## config.mk

```make
export PLATFORM = sky130hd
export DESIGN_NAME = move_sequencer
export DESIGN_NICKNAME = d
export VERILOG_FILES = /design/src/rtl/grid_pkg.sv /design/src/rtl/cmd_fifo.sv /design/src/rtl/move_sequencer.sv
export SDC_FILE = /design/constraint.sdc
export NUM_CORES = 1
export LEC_CHECK = 0
export BUFFER_PORTS_ARGS = -buffer_cell sky130_fd_sc_hd__buf_2
export CAP_MARGIN = 25
export CELL_PAD_IN_SITES_DETAIL_PLACEMENT = 0
export CELL_PAD_IN_SITES_GLOBAL_PLACEMENT = 1
export CORE_ASPECT_RATIO = 0.8
export CORE_MARGIN = 2
export CORE_UTILIZATION = 44
export CTS_CLUSTER_SIZE = 40
export DETAILED_ROUTE_END_ITERATION = 10
export GPL_TIMING_DRIVEN = 0
export PLACE_DENSITY = 0.89
export SYNTH_ARGS = -nofsm -noshare
export SYNTH_HDL_FRONTEND = slang
export SYNTH_SLANG_ARGS = --single-unit
```

## constraint.sdc

```tcl
create_clock -name clk -period 3.04 [get_ports clk]
set_clock_uncertainty 0.05 [all_clocks]
set_input_delay 0.304 -clock clk [delete_from_list [all_inputs] [get_ports clk]]
set_output_delay 0.304 -clock clk [all_outputs]
set_load 0.005 [all_outputs]
```

## src/rtl/grid_pkg.sv

```systemverilog
// rtl/grid_pkg.sv - shared constants, FSM states and command type for the grid move sequencer
package grid_pkg;

  // Direction encoding shared with the grid mover
  localparam logic [1:0] DIR_PX = 2'd0;
  localparam logic [1:0] DIR_NX = 2'd1;
  localparam logic [1:0] DIR_PY = 2'd2;
  localparam logic [1:0] DIR_NY = 2'd3;

  localparam int         GRID_MAX  = 15;
  // Largest step count the mover accepts in one request
  localparam logic [1:0] MAX_CHUNK = 2'd3;

  typedef enum logic [1:0] {
    ST_IDLE  = 2'd0,
    ST_ISSUE = 2'd1,
    ST_WAIT  = 2'd2
  } state_e;

  typedef struct packed {
    logic [1:0] dir;
    logic [3:0] len;
  } cmd_t;

endpackage

```

## src/rtl/cmd_fifo.sv

```systemverilog
// rtl/cmd_fifo.sv - single-clock command FIFO with full/empty flags
module cmd_fifo #(
  parameter int WIDTH = 6,
  parameter int DEPTH = 4
) (
  input  logic             clk,
  input  logic             rstn,
  input  logic             push,
  input  logic [WIDTH-1:0] din,
  input  logic             pop,
  output logic [WIDTH-1:0] dout,
  output logic             full,
  output logic             empty
);

  localparam int AW = $clog2(DEPTH);

  logic [WIDTH-1:0] mem_q [DEPTH];
  logic [WIDTH-1:0] mem_d [DEPTH];
  logic [AW-1:0]    wr_ptr_q, wr_ptr_d;
  logic [AW-1:0]    rd_ptr_q, rd_ptr_d;
  logic [AW:0]      count_q, count_d;
  logic             do_push, do_pop;

  assign full    = (count_q == (AW+1)'(DEPTH));
  assign empty   = (count_q == '0);
  assign do_push = push && !full;
  // A pop only sees entries already stored, never one written this cycle
  assign do_pop  = pop && !empty;
  assign dout    = mem_q[rd_ptr_q];

  // Next-state for storage, pointers and occupancy
  always_comb begin
    mem_d    = mem_q;
    wr_ptr_d = wr_ptr_q;
    rd_ptr_d = rd_ptr_q;
    if (do_push) begin
      mem_d[wr_ptr_q] = din;
      wr_ptr_d        = wr_ptr_q + 1'b1;
    end
    if (do_pop) begin
      rd_ptr_d = rd_ptr_q + 1'b1;
    end
    count_d = count_q + (AW+1)'(do_push) - (AW+1)'(do_pop);
  end

  // FIFO state registers
  always_ff @(posedge clk or negedge rstn) begin
    if (!rstn) begin
      for (int i = 0; i < DEPTH; i++) begin
        mem_q[i] <= '0;
      end
      wr_ptr_q <= '0;
      rd_ptr_q <= '0;
      count_q  <= '0;
    end else begin
      mem_q    <= mem_d;
      wr_ptr_q <= wr_ptr_d;
      rd_ptr_q <= rd_ptr_d;
      count_q  <= count_d;
    end
  end

endmodule

```

## src/rtl/move_sequencer.sv

```systemverilog
// rtl/move_sequencer.sv - splits queued move commands into mover chunks and holds the clamped grid position
module move_sequencer #(
  parameter int FIFO_DEPTH = 4,
  parameter int GRID_MAX   = 15
) (
  input  logic       clk,
  input  logic       rstn,
  input  logic       cmd_valid,
  output logic       cmd_ready,
  input  logic [1:0] cmd_dir,
  input  logic [3:0] cmd_len,
  output logic       mv_valid,
  output logic [4:0] mv_x,
  output logic [4:0] mv_y,
  output logic [1:0] mv_steps,
  output logic [1:0] mv_dir,
  input  logic [4:0] fx,
  input  logic [4:0] fy,
  input  logic       res_valid,
  output logic [3:0] pos_x,
  output logic [3:0] pos_y,
  output logic       busy,
  output logic       done,
  output logic       wall_hit
);

  import grid_pkg::*;

  localparam logic [3:0] GMAX = 4'(GRID_MAX);

  state_e     state_q, state_d;
  logic [3:0] pos_x_q, pos_x_d;
  logic [3:0] pos_y_q, pos_y_d;
  logic [3:0] rem_len_q, rem_len_d;
  logic [1:0] cur_dir_q, cur_dir_d;
  logic [1:0] chunk_q, chunk_d;
  logic       done_q, done_d;
  logic       wall_hit_q, wall_hit_d;

  cmd_t       fifo_in, fifo_out;
  logic       fifo_push, fifo_pop, fifo_full, fifo_empty;
  logic [1:0] step;
  logic [3:0] rem_nxt;
  logic [3:0] new_x, new_y;

  assign fifo_in   = '{dir: cmd_dir, len: cmd_len};
  assign cmd_ready = !fifo_full;
  assign fifo_push = cmd_valid && cmd_ready;

  cmd_fifo #(
    .WIDTH($bits(cmd_t)),
    .DEPTH(FIFO_DEPTH)
  ) u_cmd_fifo (
    .clk  (clk),
    .rstn (rstn),
    .push (fifo_push),
    .din  (fifo_in),
    .pop  (fifo_pop),
    .dout (fifo_out),
    .full (fifo_full),
    .empty(fifo_empty)
  );

  assign pos_x    = pos_x_q;
  assign pos_y    = pos_y_q;
  assign done     = done_q;
  assign wall_hit = wall_hit_q;
  assign busy     = (state_q != ST_IDLE) || !fifo_empty;

  // Sequencer FSM: pop, issue one chunk, then absorb and clamp the mover result
  always_comb begin
    state_d    = state_q;
    pos_x_d    = pos_x_q;
    pos_y_d    = pos_y_q;
    rem_len_d  = rem_len_q;
    cur_dir_d  = cur_dir_q;
    chunk_d    = chunk_q;
    done_d     = 1'b0;
    wall_hit_d = 1'b0;
    fifo_pop   = 1'b0;
    mv_valid   = 1'b0;
    mv_x       = '0;
    mv_y       = '0;
    mv_steps   = '0;
    mv_dir     = '0;
    step       = (rem_len_q > {2'b00, MAX_CHUNK}) ? MAX_CHUNK : rem_len_q[1:0];
    rem_nxt    = rem_len_q;
    new_x      = pos_x_q;
    new_y      = pos_y_q;
    case (state_q)
      ST_IDLE: begin
        if (!fifo_empty) begin
          fifo_pop  = 1'b1;
          rem_len_d = fifo_out.len;
          cur_dir_d = fifo_out.dir;
          // Zero-length commands complete without touching the mover
          if (fifo_out.len == 4'd0) done_d = 1'b1;
          else                      state_d = ST_ISSUE;
        end
      end
      ST_ISSUE: begin
        mv_valid = 1'b1;
        mv_steps = step;
        mv_dir   = cur_dir_q;
        mv_x     = {1'b0, pos_x_q};
        mv_y     = {1'b0, pos_y_q};
        chunk_d  = step;
        state_d  = ST_WAIT;
      end
      ST_WAIT: begin
        if (res_valid) begin
          // Out-of-range results pin to the wall in the direction of travel
          new_x = fx[4] ? ((cur_dir_q == DIR_PX) ? GMAX : 4'd0) : fx[3:0];
          new_y = fy[4] ? ((cur_dir_q == DIR_PY) ? GMAX : 4'd0) : fy[3:0];
          pos_x_d = new_x;
          pos_y_d = new_y;
          if (fx[4] || fy[4]) begin
            wall_hit_d = 1'b1;
            rem_nxt    = 4'd0;
          end else begin
            rem_nxt = rem_len_q - {2'b00, chunk_q};
          end
          rem_len_d = rem_nxt;
          if (rem_nxt == 4'd0) begin
            done_d  = 1'b1;
            state_d = ST_IDLE;
          end else begin
            state_d = ST_ISSUE;
          end
        end
      end
      default: state_d = ST_IDLE;
    endcase
  end

  // Sequencer state, position and pulse registers
  always_ff @(posedge clk or negedge rstn) begin
    if (!rstn) begin
      state_q    <= ST_IDLE;
      pos_x_q    <= '0;
      pos_y_q    <= '0;
      rem_len_q  <= '0;
      cur_dir_q  <= '0;
      chunk_q    <= '0;
      done_q     <= 1'b0;
      wall_hit_q <= 1'b0;
    end else begin
      state_q    <= state_d;
      pos_x_q    <= pos_x_d;
      pos_y_q    <= pos_y_d;
      rem_len_q  <= rem_len_d;
      cur_dir_q  <= cur_dir_d;
      chunk_q    <= chunk_d;
      done_q     <= done_d;
      wall_hit_q <= wall_hit_d;
    end
  end

endmodule

```

==> impl_metrics.ini <==
[layout]
area_growth_pct = 18.2
layout_common_cells = dfrtp_1 (51), buf_2 (46), mux2_1 (24), nand2_1 (18), inv_1 (14)
fillers = 488
layout_commonest_cell = dfrtp_1
antenna_cells = 0
register_area_um2 = 1280
nNetsFinal = 298
multi_input_area_um2 = 1140
drive_above_1_share_pct = 24.3

[clock_tree]
clk_latency_ns = 0.30
htreeDepth = 2
cts-resized-gates = 0
cts_buffers = 5
clk_pin_slew_ns = 0.09
cts_tree = built
cts.path.max_buffers = 2
numClockSinks = 51
clock-root-buffer = clkbuf_8

[routing]
drc_errors = 0
dr.max_layer_used = met4
ant_nets = 0
viasPerCell = 5.07
dr_wl_met3_um = 242
num_vias = 1753
wl_um = 4980
dr.pass1.iters = 4
routedWlPerCell_um = 14.4
route.met2.wl_um = 2320
drt-met1-wl_um = 2370
drtIter0Drc = 46

[floorplan]
boundaryPins = 47
start_util_pct = 45.8
row_count = 24
die_x_um = 88.6
core-area_um2 = 5500
dieArea_um2 = 6350
die_h_um = 71.7

[timing]
period_share_pct = 75.3
rsz0062_at_grt = no
relSlewSlack_pct = 64.3
max_clock_freq_ghz = 0.437
fin_setup_tns_ns = 0
hold_viol_final = 0
tightest_slew_ns = 0.534
post-route-min-period_ns = 2.29
drv_slew = 0
setup_viol = 0

[worst_hold_path]
worstHoldPathType = input pin to flop

[critical_path]
cp.required_ns = 3.22
critPathMaxFanout = 6
critPathKind = flop to flop
arrival_ns = 2.47
endpoint_kind = flop
critPathLaunchType = flop
rrSetupSlack_ns = 0.75

[power]
power_density_nw_per_um2 = 1040
ir_drop_uv = 505
total_power_mw = 3.09
p_leak_nw = 1.42

[synthesis]
syn_avg_cell_area_um2 = 11.8
netlist_instances = 214
synth_flop_cell = dfrtp_1
synth_edf_count = 0
syn-cell-area_um2 = 2520
yosysUniqueCellTypes = 39
yosysWarnings = 0
async_reset_ff_share_pct = 100
ys_seq_area_share_pct = 50.7
ys_seq_elements = 51

[grt]
grt_pass1_vias = 1671
grt_start_max_net_pins = 35
antenna_found_initial = 0
grt_pass1_wl_um = 8060
grt_usage_pct = 16.7
grt_overflow = 0

[run_status]
status = finished clean

[run]
drv_cap = 0

[placement]
dp_hpwl_um = 3720
place_congestion = 0.793
port_buffers = 44
logic make-up (layout without fill, tap and decap cells):
group | after synthesis | after routing | synth area share [%]
and+or+nand+nor | 54 | 54 | 11.0
DFF | 51 | 51 | 50.7
AOI/OAI and AO/OA | 38 | 38 | 9.05
muxes | 32 | 32 | 17.4
buffers and inverters | 22 | 75 | 3.98
adders and majority gates | 10 | 10 | 5.57
xor gates and xnor gates | 6 | 6 | 2.09
other | 1 | 2 | 0.149
per-layer routing:
| layer | vias to the layer above | GRT usage (%) |
|---|---|---|
| li1 | 847 | - |
| met1 | 861 | 23.1 |
| met2 | 40 | 26.3 |
| met3 | 5 | 4.15 |
| met4 | 0 | 4.88 |
| met5 | - | 0 |
registers in the layout, indices dropped and copies added (netlist names):
register and cells:
state_q 2, rem_len_q 4, u_cmd_fifo.mem_q 24, u_cmd_fifo.count_q 3, pos_x 4, cur_dir_q 2, u_cmd_fifo.rd_ptr_q 2, wall_hit 1
u_cmd_fifo.wr_ptr_q 2, pos_y 4, done 1, chunk_q 2
through the flow:
stage               cell area, µm²  instances  worst slack, ns  hold slack, ns  util [%]
detailed placement            2860        338            0.738           0.219      52.0
CTS                           2980        346            0.719           0.189      54.1
global placement              2840        337            0.783           0.409      51.7
floorplan                     2520        215            0.936         -0.0416         -
global route                  2980        346            0.649           0.197      54.1
finish                        2980        346            0.751           0.194      54.1
synth_stat cells (2+ instances only):
cell	count	share of area, %
a21o_1	2	0.60
ha_1	8	4.0
xor2_1	2	0.70
xnor2_1	4	1.4
a21oi_1	12	2.4
buf_2	2	0.40
and2_1	11	2.7
clkbuf_1	3	0.45
mux2_2	2	0.89
mux4_1	3	3.1
inv_1	14	2.1
fa_1	2	1.6
o21ai_0	3	0.60
nor3_1	6	1.2
nand3b_1	2	0.60
mux4_2	3	2.7
nand2_1	18	2.7
mux2_1	24	11
dfrtp_1	51	51
nor2_1	10	1.5
o21ai_1	11	2.2
buf_4	2	0.60
nand2b_1	3	0.75
layout make-up:
class | instances | area share (%)
repair buffers | 46 | 8.41
flip-flops and latches | 51 | 42.9
inverters | 14 | 1.77
plain buffers | 8 | 1.60
multi-input cells | 142 | 38.5
clock inverters | 2 | 1.26
well taps | 78 | 3.28
clock buffers | 5 | 2.31
worst max-delay path, stage by stage (launching register included):
cell and delay, ns:
dfrtp_1 0.41, nor3_1 0.40, nor3_2 0.16, ha_1 0.31, inv_1 0.04, ha_1 0.18, fa_1 0.38, xnor2_1 0.17
xnor2_1 0.13
timing repair:
action                    in CTS  in global routing
hold endpoints to repair      17                  0
hold buffers                   1                  0
setup buffers                  0                  0
report_power, final:
part	internal (mW)	switching (mW)	leakage, nW	total [mW]
logic	0.706	0.711	0.747	1.42
clock network	0.241	0.223	0.0502	0.464
registers	1.02	0.191	0.620	1.21
worst paths after layout:
kind	start	end	depth (start not counted)
max reg2reg	u_cmd_fifo.count_q[1]	u_cmd_fifo.count_q[2]	8
max in group asynchronous	rstn	u_cmd_fifo.count_q[0]	3
min	cmd_dir[1]	u_cmd_fifo.mem_q[11]	2
min in group asynchronous	rstn	chunk_q[1]	2
max	u_cmd_fifo.count_q[1]	u_cmd_fifo.count_q[2]	8
min reg2reg	u_cmd_fifo.mem_q[10]	u_cmd_fifo.mem_q[10]	1
(Power assumes the default switching activity.)
